--- src/rtl/vc_weighted_arbiter.sv ---
// Weighted round-robin scheduler between two show-ahead VC FIFOs feeding one
// destination FIFO; the granted head word is registered onto data_out.
module vc_weighted_arbiter #(
  parameter int BITNUMBER = 5,
  parameter int WEIGHT0   = 3,
  parameter int WEIGHT1   = 1
) (
  input  logic                 clk,
  input  logic                 reset,
  input  logic                 vc0_empty,
  input  logic                 vc1_empty,
  input  logic [BITNUMBER-1:0] data_vc0,
  input  logic [BITNUMBER-1:0] data_vc1,
  input  logic                 dest_almost_full,
  output logic                 pop_vc0,
  output logic                 pop_vc1,
  output logic                 valid_out,
  output logic [BITNUMBER-1:0] data_out,
  output logic                 grant_vc,
  output logic [1:0]           state_dbg
);

  typedef enum logic [1:0] {
    IDLE   = 2'd0,
    SERVE0 = 2'd1,
    SERVE1 = 2'd2
  } state_e;

  localparam logic [3:0] W0 = (WEIGHT0 == 0) ? 4'd1 : 4'(WEIGHT0);
  localparam logic [3:0] W1 = (WEIGHT1 == 0) ? 4'd1 : 4'(WEIGHT1);

  state_e               state_q, state_d;
  logic [3:0]           cnt_q, cnt_d;
  logic                 last_q, last_d;
  logic                 valid_q, valid_d;
  logic [BITNUMBER-1:0] data_q, data_d;
  logic                 grant_q, grant_d;
  logic                 elig0, elig1;
  logic                 pop0_c, pop1_c;

  // Handshake: a FIFO head is consumed in the same cycle pop_vcX=1 while its
  // empty=0; the word appears on valid_out/data_out on the following cycle.
  assign elig0 = !vc0_empty && !dest_almost_full;
  assign elig1 = !vc1_empty && !dest_almost_full;

  always_ff @(posedge clk) begin
    if (!reset) begin
      state_q <= IDLE;
      cnt_q   <= 4'd0;
      last_q  <= 1'b1;
      valid_q <= 1'b0;
      data_q  <= '0;
      grant_q <= 1'b0;
    end else begin
      state_q <= state_d;
      cnt_q   <= cnt_d;
      last_q  <= last_d;
      valid_q <= valid_d;
      data_q  <= data_d;
      grant_q <= grant_d;
    end
  end

  // Output decode: which FIFO to pop this cycle (Mealy).
  always_comb begin
    pop0_c = 1'b0;
    pop1_c = 1'b0;
    case (state_q)
      IDLE: begin
        if (last_q) begin
          if (elig0)      pop0_c = 1'b1;
          else if (elig1) pop1_c = 1'b1;
        end else begin
          if (elig1)      pop1_c = 1'b1;
          else if (elig0) pop0_c = 1'b1;
        end
      end
      SERVE0: begin
        if (!dest_almost_full) begin
          if ((cnt_q < W0) && elig0) pop0_c = 1'b1;
          else if (elig1)            pop1_c = 1'b1;
          else if (elig0)            pop0_c = 1'b1;
        end
      end
      SERVE1: begin
        if (!dest_almost_full) begin
          if ((cnt_q < W1) && elig1) pop1_c = 1'b1;
          else if (elig0)            pop0_c = 1'b1;
          else if (elig1)            pop1_c = 1'b1;
        end
      end
      default: ;
    endcase
    pop_vc0 = reset && pop0_c;
    pop_vc1 = reset && pop1_c;
  end

  always_comb begin
    state_d = state_q;
    cnt_d   = cnt_q;
    last_d  = last_q;
    case (state_q)
      IDLE: begin
        if (pop_vc0) begin
          state_d = SERVE0;
          cnt_d   = 4'd1;
          last_d  = 1'b0;
        end else if (pop_vc1) begin
          state_d = SERVE1;
          cnt_d   = 4'd1;
          last_d  = 1'b1;
        end
      end
      SERVE0: begin
        if (pop_vc0) begin
          // Exhausted weight with VC1 idle restarts the burst.
          cnt_d = (cnt_q < W0) ? cnt_q + 4'd1 : 4'd1;
        end else if (pop_vc1) begin
          state_d = SERVE1;
          cnt_d   = 4'd1;
          last_d  = 1'b1;
        end else if (!dest_almost_full) begin
          state_d = IDLE;
          cnt_d   = 4'd0;
        end
      end
      SERVE1: begin
        if (pop_vc1) begin
          cnt_d = (cnt_q < W1) ? cnt_q + 4'd1 : 4'd1;
        end else if (pop_vc0) begin
          state_d = SERVE0;
          cnt_d   = 4'd1;
          last_d  = 1'b0;
        end else if (!dest_almost_full) begin
          state_d = IDLE;
          cnt_d   = 4'd0;
        end
      end
      default: begin
        state_d = IDLE;
        cnt_d   = 4'd0;
      end
    endcase
  end

  always_comb begin
    valid_d = pop_vc0 || pop_vc1;
    data_d  = data_q;
    grant_d = grant_q;
    if (pop_vc0) begin
      data_d  = data_vc0;
      grant_d = 1'b0;
    end else if (pop_vc1) begin
      data_d  = data_vc1;
      grant_d = 1'b1;
    end
  end

  assign valid_out = valid_q;
  assign data_out  = data_q;
  assign grant_vc  = grant_q;
  assign state_dbg = state_q;

endmodule

--- config.mk ---
export PLATFORM = sky130hd
export DESIGN_NAME = vc_weighted_arbiter
export DESIGN_NICKNAME = d
export VERILOG_FILES = /design/src/rtl/vc_weighted_arbiter.sv
export SDC_FILE = /design/constraint.sdc
export NUM_CORES = 1
export LEC_CHECK = 0
export ABC_AREA = 0
export CAP_MARGIN = 15
export CORE_ASPECT_RATIO = 0.7
export CORE_UTILIZATION = 46
export CTS_BUF_LIST = sky130_fd_sc_hd__clkbuf_16
export DETAILED_ROUTE_END_ITERATION = 16
export PLACE_DENSITY = 0.83
export SLEW_MARGIN = 10
export SYNTH_ARGS = -nofsm -noshare
export SYNTH_HDL_FRONTEND = slang
export SYNTH_SLANG_ARGS = --single-unit
export TNS_END_PERCENT = 20
--- constraint.sdc ---
create_clock -name clk -period 3.1 [get_ports clk]
set_input_delay 0.62 -clock clk [delete_from_list [all_inputs] [get_ports clk]]
set_output_delay 0.62 -clock clk [all_outputs]
set_load 0.05 [all_outputs]
==> impl_results.html <==
<table>
<tr><th>Metric</th><th>Value</th></tr>
<tr><th colspan="2">Power</th></tr>
<tr><td>Leakage power summed over all cells</td><td>0.5732 nW</td></tr>
<tr><td>Internal power consumption</td><td>0.0005408 W</td></tr>
<tr><td>Peak supply drop</td><td>0.3728 mV</td></tr>
<tr><td>Clock share of power</td><td>27.3%</td></tr>
<tr><td>Share of power burned in registers</td><td>27.2%</td></tr>
<tr><td>Switching Share</td><td>between 30% and 40%</td></tr>
<tr><td>Fraction of power consumed by combinational cells</td><td>45.5%</td></tr>
<tr><td>Total power divided by cell area</td><td>661.1 mW/mm²</td></tr>
<tr><td>Switch Pwr</td><td>0.0003236 W</td></tr>
<tr><th colspan="2">STA</th></tr>
<tr><td>Worst setup margin</td><td>0.1496 ns</td></tr>
<tr><td>Accumulated negative setup slack</td><td>0 ns</td></tr>
<tr><td>Number of failing hold endpoints at the final stage</td><td>0</td></tr>
<tr><td>Slew at the pin with the worst max-slew slack</td><td>0.5126 ns</td></tr>
<tr><td>Maximum clock rate</td><td>roughly 340 MHz</td></tr>
<tr><td>Unrepaired setup endpoints after global routing</td><td>no</td></tr>
<tr><td>Worst clock skew</td><td>0.001395 ns</td></tr>
<tr><td>Number of max-slew violations in the final report</td><td>0</td></tr>
<tr><td>Post-layout min period</td><td>2.950 ns</td></tr>
<tr><td>Min Hold Slack</td><td>between 0.5 and 0.6 ns</td></tr>
<tr><td>Slew Limit Headroom</td><td>64.94%</td></tr>
<tr><td>Fraction of the cycle the final worst path needs</td><td>approximately 95%</td></tr>
<tr><td>Final setup violation count</td><td>0</td></tr>
<tr><th colspan="2">Worst hold path</th></tr>
<tr><td>Type of the most critical hold path</td><td>reg2reg</td></tr>
<tr><td>Hold_sp</td><td>grant_vc$_SDFFE_PP0P_</td></tr>
<tr><td>Hold EP</td><td>grant_vc$_SDFFE_PP0P_</td></tr>
<tr><td>Cell depth of the worst min-delay path</td><td>1</td></tr>
<tr><th colspan="2">Route</th></tr>
<tr><td>Mean number of vias per cell</td><td>5.848</td></tr>
<tr><td>DR iter-0 viols</td><td>31</td></tr>
<tr><td>Number of remaining DRC errors</td><td>0</td></tr>
<tr><td>DRT antenna net count</td><td>0</td></tr>
<tr><td>Vias after detailed routing</td><td>959</td></tr>
<tr><td>DR WL/cell</td><td>14.24 µm</td></tr>
<tr><td>Routed Wire Length</td><td>2.335 mm</td></tr>
<tr><td>Detailed Routing Iterations Pass 1</td><td>4</td></tr>
<tr><th colspan="2">Clock tree</th></tr>
<tr><td>Post-CTS clock slew at the launch and capture registers of the worst setup and hold paths</td><td>0.04 ns</td></tr>
<tr><td>CTS buffer count</td><td>3</td></tr>
<tr><td>Number of setup buffers added after CTS</td><td>0</td></tr>
<tr><td>Number of buffers inserted by hold repair at cts</td><td>0</td></tr>
<tr><td>Insertion delay of the later-clocked pin in the worst-skew pair</td><td>0.24 ns</td></tr>
<tr><td>Post-cts gate resize count</td><td>0</td></tr>
<tr><td>Clock tree from TritonCTS</td><td>done</td></tr>
<tr><td>Number of sinks driven by the clock tree</td><td>14</td></tr>
<tr><td>CTS Root Cell</td><td>sky130_fd_sc_hd__clkbuf_16</td></tr>
<tr><td>Maximum buffer depth of the clock tree</td><td>2</td></tr>
<tr><td>H-tree depth</td><td>1</td></tr>
<tr><th colspan="2">Logic synthesis</th></tr>
<tr><td>Synthesized area divided by synthesized cell count</td><td>8.194 µm²</td></tr>
<tr><td>Register area share after synthesis</td><td>30.27%</td></tr>
<tr><td>Post-synthesis instance area</td><td>925.9 µm²</td></tr>
<tr><td>Number of different library cells in the post-synthesis netlist</td><td>41</td></tr>
<tr><td>Syn Inst Count</td><td>113</td></tr>
<tr><td>Cell taking the most area after synthesis</td><td>sky130_fd_sc_hd__dfxtp_1</td></tr>
<tr><td>Flip-flop and latch count after synthesis</td><td>14</td></tr>
<tr><td>Synth warnings</td><td>0</td></tr>
<tr><td>Yosys top cell area share</td><td>30.27%</td></tr>
<tr><td>Ranking of synthesized cells by area</td><td>sky130_fd_sc_hd__dfxtp_1, sky130_fd_sc_hd__ha_1, sky130_fd_sc_hd__nand2_1, sky130_fd_sc_hd__o211a_1, sky130_fd_sc_hd__nand3_1</td></tr>
<tr><td>Nets in the synthesized netlist</td><td>134</td></tr>
<tr><th colspan="2">Global routing</th></tr>
<tr><td>Initial antenna violation count</td><td>0</td></tr>
<tr><td>Grt total ovfl</td><td>0</td></tr>
<tr><td>Largest net degree at the start of global routing</td><td>15</td></tr>
<tr><td>Wire length of the first global-routing pass</td><td>3.608 mm</td></tr>
<tr><td>Total global-route track usage</td><td>22.07%</td></tr>
<tr><td>Via count of the first global-routing pass</td><td>819</td></tr>
<tr><th colspan="2">Worst setup path</th></tr>
<tr><td>CP startpoint kind</td><td>flop</td></tr>
<tr><td>Capture instance of the worst register-to-register path</td><td>cnt_q[0]$_SDFFE_PN0P_</td></tr>
<tr><td>Worst R2R Setup Slack</td><td>0.49 ns</td></tr>
<tr><td>Req. time, crit path</td><td>2.48 ns</td></tr>
<tr><td>Critical path start-end classification</td><td>reg2out</td></tr>
<tr><td>Depth of the worst register-to-register path</td><td>8</td></tr>
<tr><td>Largest fanout on the critical path</td><td>14</td></tr>
<tr><td>CP arrival</td><td>2.33 ns</td></tr>
<tr><td>Type of destination of the critical path</td><td>output port</td></tr>
<tr><td>CP Launch Point</td><td>state_dbg[0]$_SDFFE_PN0P_</td></tr>
<tr><td>Reg-to-reg startpoint</td><td>state_dbg[0]$_SDFFE_PN0P_</td></tr>
<tr><th colspan="2">Final layout</th></tr>
<tr><td>Ratio of cells with drive above 1 in the final layout</td><td>roughly 13%</td></tr>
<tr><td>Synthesis-to-finish area growth</td><td>41.22%</td></tr>
<tr><td>Nets</td><td>165</td></tr>
<tr><td>Count of non-filler cells in the finished layout</td><td>164</td></tr>
<tr><td>Post-route cell area</td><td>0.001308 mm²</td></tr>
<tr><td>N_diodes</td><td>0</td></tr>
<tr><td>Area of all sequential standard cells</td><td>~280 µm²</td></tr>
<tr><td>Total area of multi-input combinational cells</td><td>593.1 µm²</td></tr>
<tr><td>Layout filler cell count</td><td>158</td></tr>
<tr><th colspan="2">Placement</th></tr>
<tr><td>Minimum setup slack after placement</td><td>roughly 0.2 ns</td></tr>
<tr><td>Dpl cell area</td><td>0.001232 mm²</td></tr>
<tr><td>Placed instance count</td><td>about 160</td></tr>
<tr><td>Port Buf Inserts</td><td>25</td></tr>
<tr><td>Gp weighted congestion</td><td>0.8732</td></tr>
<tr><td>Final HPWL from detailed placement</td><td>around 1.7 mm</td></tr>
<tr><th colspan="2">Floorplan</th></tr>
<tr><td>Row cnt</td><td>13</td></tr>
<tr><td>Top-level I/O count</td><td>26</td></tr>
<tr><td>Initial cell density of the core</td><td>49.50%</td></tr>
<tr><td>Floorplan die width</td><td>55.63 µm</td></tr>
<tr><td>Core outline area</td><td>approximately 0.0019 mm²</td></tr>
<tr><td>Total die area</td><td>0.002199 mm²</td></tr>
<tr><td>Vertical die dimension</td><td>just under 40 µm</td></tr>
<tr><th colspan="2">Status</th></tr>
<tr><td>Result of the run</td><td>completed</td></tr>
<tr><th colspan="2">Flow run</th></tr>
<tr><td>Number of max-capacitance violations reported</td><td>0</td></tr>
</table>
[metrics by stage]
step	util, %	power, W
floorplan	-	0.0005125
global placement	65.89	0.0006155
detailed placement	65.89	0.0006248
CTS	69.90	0.0008686
global route	69.90	0.0009132
finish	69.90	0.0008644
[placed cells by master, fill, tap and decap left out, types with 2 or more instances in the layout]
cell / count
sky130_fd_sc_hd__nand3_1: 6
sky130_fd_sc_hd__ha_1: 6
sky130_fd_sc_hd__o21ai_0: 6
sky130_fd_sc_hd__and2_1: 2
sky130_fd_sc_hd__nor2_1: 7
sky130_fd_sc_hd__buf_4: 7
sky130_fd_sc_hd__nor2b_1: 2
sky130_fd_sc_hd__a21oi_1: 2
sky130_fd_sc_hd__clkbuf_16: 3
sky130_fd_sc_hd__o211a_1: 6
sky130_fd_sc_hd__a22o_1: 3
sky130_fd_sc_hd__dfxtp_1: 14
sky130_fd_sc_hd__inv_1: 5
sky130_fd_sc_hd__a31oi_1: 2
sky130_fd_sc_hd__nand2_1: 20
sky130_fd_sc_hd__o2bb2ai_1: 2
sky130_fd_sc_hd__clkdlybuf4s50_1: 23
sky130_fd_sc_hd__mux2i_1: 2
[cell usage after synthesis, drive strengths merged]
| cell type | instances |
|---|---|
| a2111oi | 2 |
| a211oi | 1 |
| a21oi | 2 |
| a221o | 1 |
| a22o | 3 |
| a31o | 1 |
| a31oi | 3 |
| a32o | 1 |
| a41oi | 1 |
| and2 | 2 |
| buf | 2 |
| clkbuf | 3 |
| dfxtp | 14 |
| ha | 6 |
| inv | 7 |
| mux2i | 2 |
| nand2 | 20 |
| nand2b | 1 |
| nand3 | 6 |
| nand3b | 1 |
| nor2 | 7 |
| nor2b | 2 |
| nor3 | 1 |
| o211a | 6 |
| o211ai | 1 |
| o21a | 1 |
| o21ai | 7 |
| o22ai | 1 |
| o2bb2ai | 2 |
| o31ai | 1 |
| or2 | 2 |
| or3 | 1 |
| or3b | 1 |
| or4b | 1 |
[routing by layer]
metal / global-route usage, % / up-vias / share of wire [%]
li1: - / 467 / -
met1: 26.22 / 454 / 48
met2: 39.76 / 34 / 45
met3: 4.950 / 4 / 6.4
met4: 9.375 / 0 / 0.99
met5: 0 / - / 0
[logic make-up (layout without fill, tap and decap cells)]
kind of cell               after synthesis  count (layout)  synth area share (%)
DFF                                     14              14                 30.27
muxes                                    2               2                 2.162
and+or+nand+nor                         45              45                 22.97
adders and majority gates                6               6                 8.108
AOI/OAI and AO/OA                       34              34                 30.81
buffers and inverters                   12              41                 5.676
[critical path, cell delays in order, from the launching register on]
cell,delay [ns]
sky130_fd_sc_hd__dfxtp_1,0.41
sky130_fd_sc_hd__inv_1,0.12
sky130_fd_sc_hd__ha_1,0.37
sky130_fd_sc_hd__or2_1,0.30
sky130_fd_sc_hd__a221o_1,0.40
sky130_fd_sc_hd__o211ai_4,0.22
sky130_fd_sc_hd__inv_4,0.08
sky130_fd_sc_hd__buf_4,0.19
[cell type report]
class / count / share of cell area, %
clock buffers: 3 / 5.742
inverters: 7 / 2.201
flip-flops and latches: 14 / 21.44
repair buffers: 31 / 23.16
multi-input cells: 87 / 45.36
well taps: 22 / 2.105
[power by group through the flow]
| stage | Clock (W) | Combinational, W | Sequential, W |
|---|---|---|---|
| global route | 0.000251 | 0.000424 | 0.000238 |
| CTS | 0.000240 | 0.000393 | 0.000235 |
| detailed placement | 0 | 0.000387 | 0.000238 |
| finish | 0.000236 | 0.000393 | 0.000235 |
| global placement | 0 | 0.000380 | 0.000236 |
| floorplan | 0 | 0.000217 | 0.000296 |
[registers in the layout (all words and copies together) (netlist names)]
signal / cells
data_out: 5
cnt_q: 4
state_dbg: 2
grant_vc: 1
last_q: 1
valid_out: 1
[worst max-delay path by stage]
stage                                           end  slack [ns]  cells after the start
after detailed placement                    pop_vc1        0.21                      5
after global placement                      pop_vc1        0.22                      5
after global routing                        pop_vc0        0.03                      7
final                                       pop_vc0        0.15                      7
after floorplan           state_dbg[0]$_SDFFE_PN0P_        0.29                      9
after CTS                                   pop_vc0        0.16                      7
No activity file was read; power rests on OpenSTA's default activity.
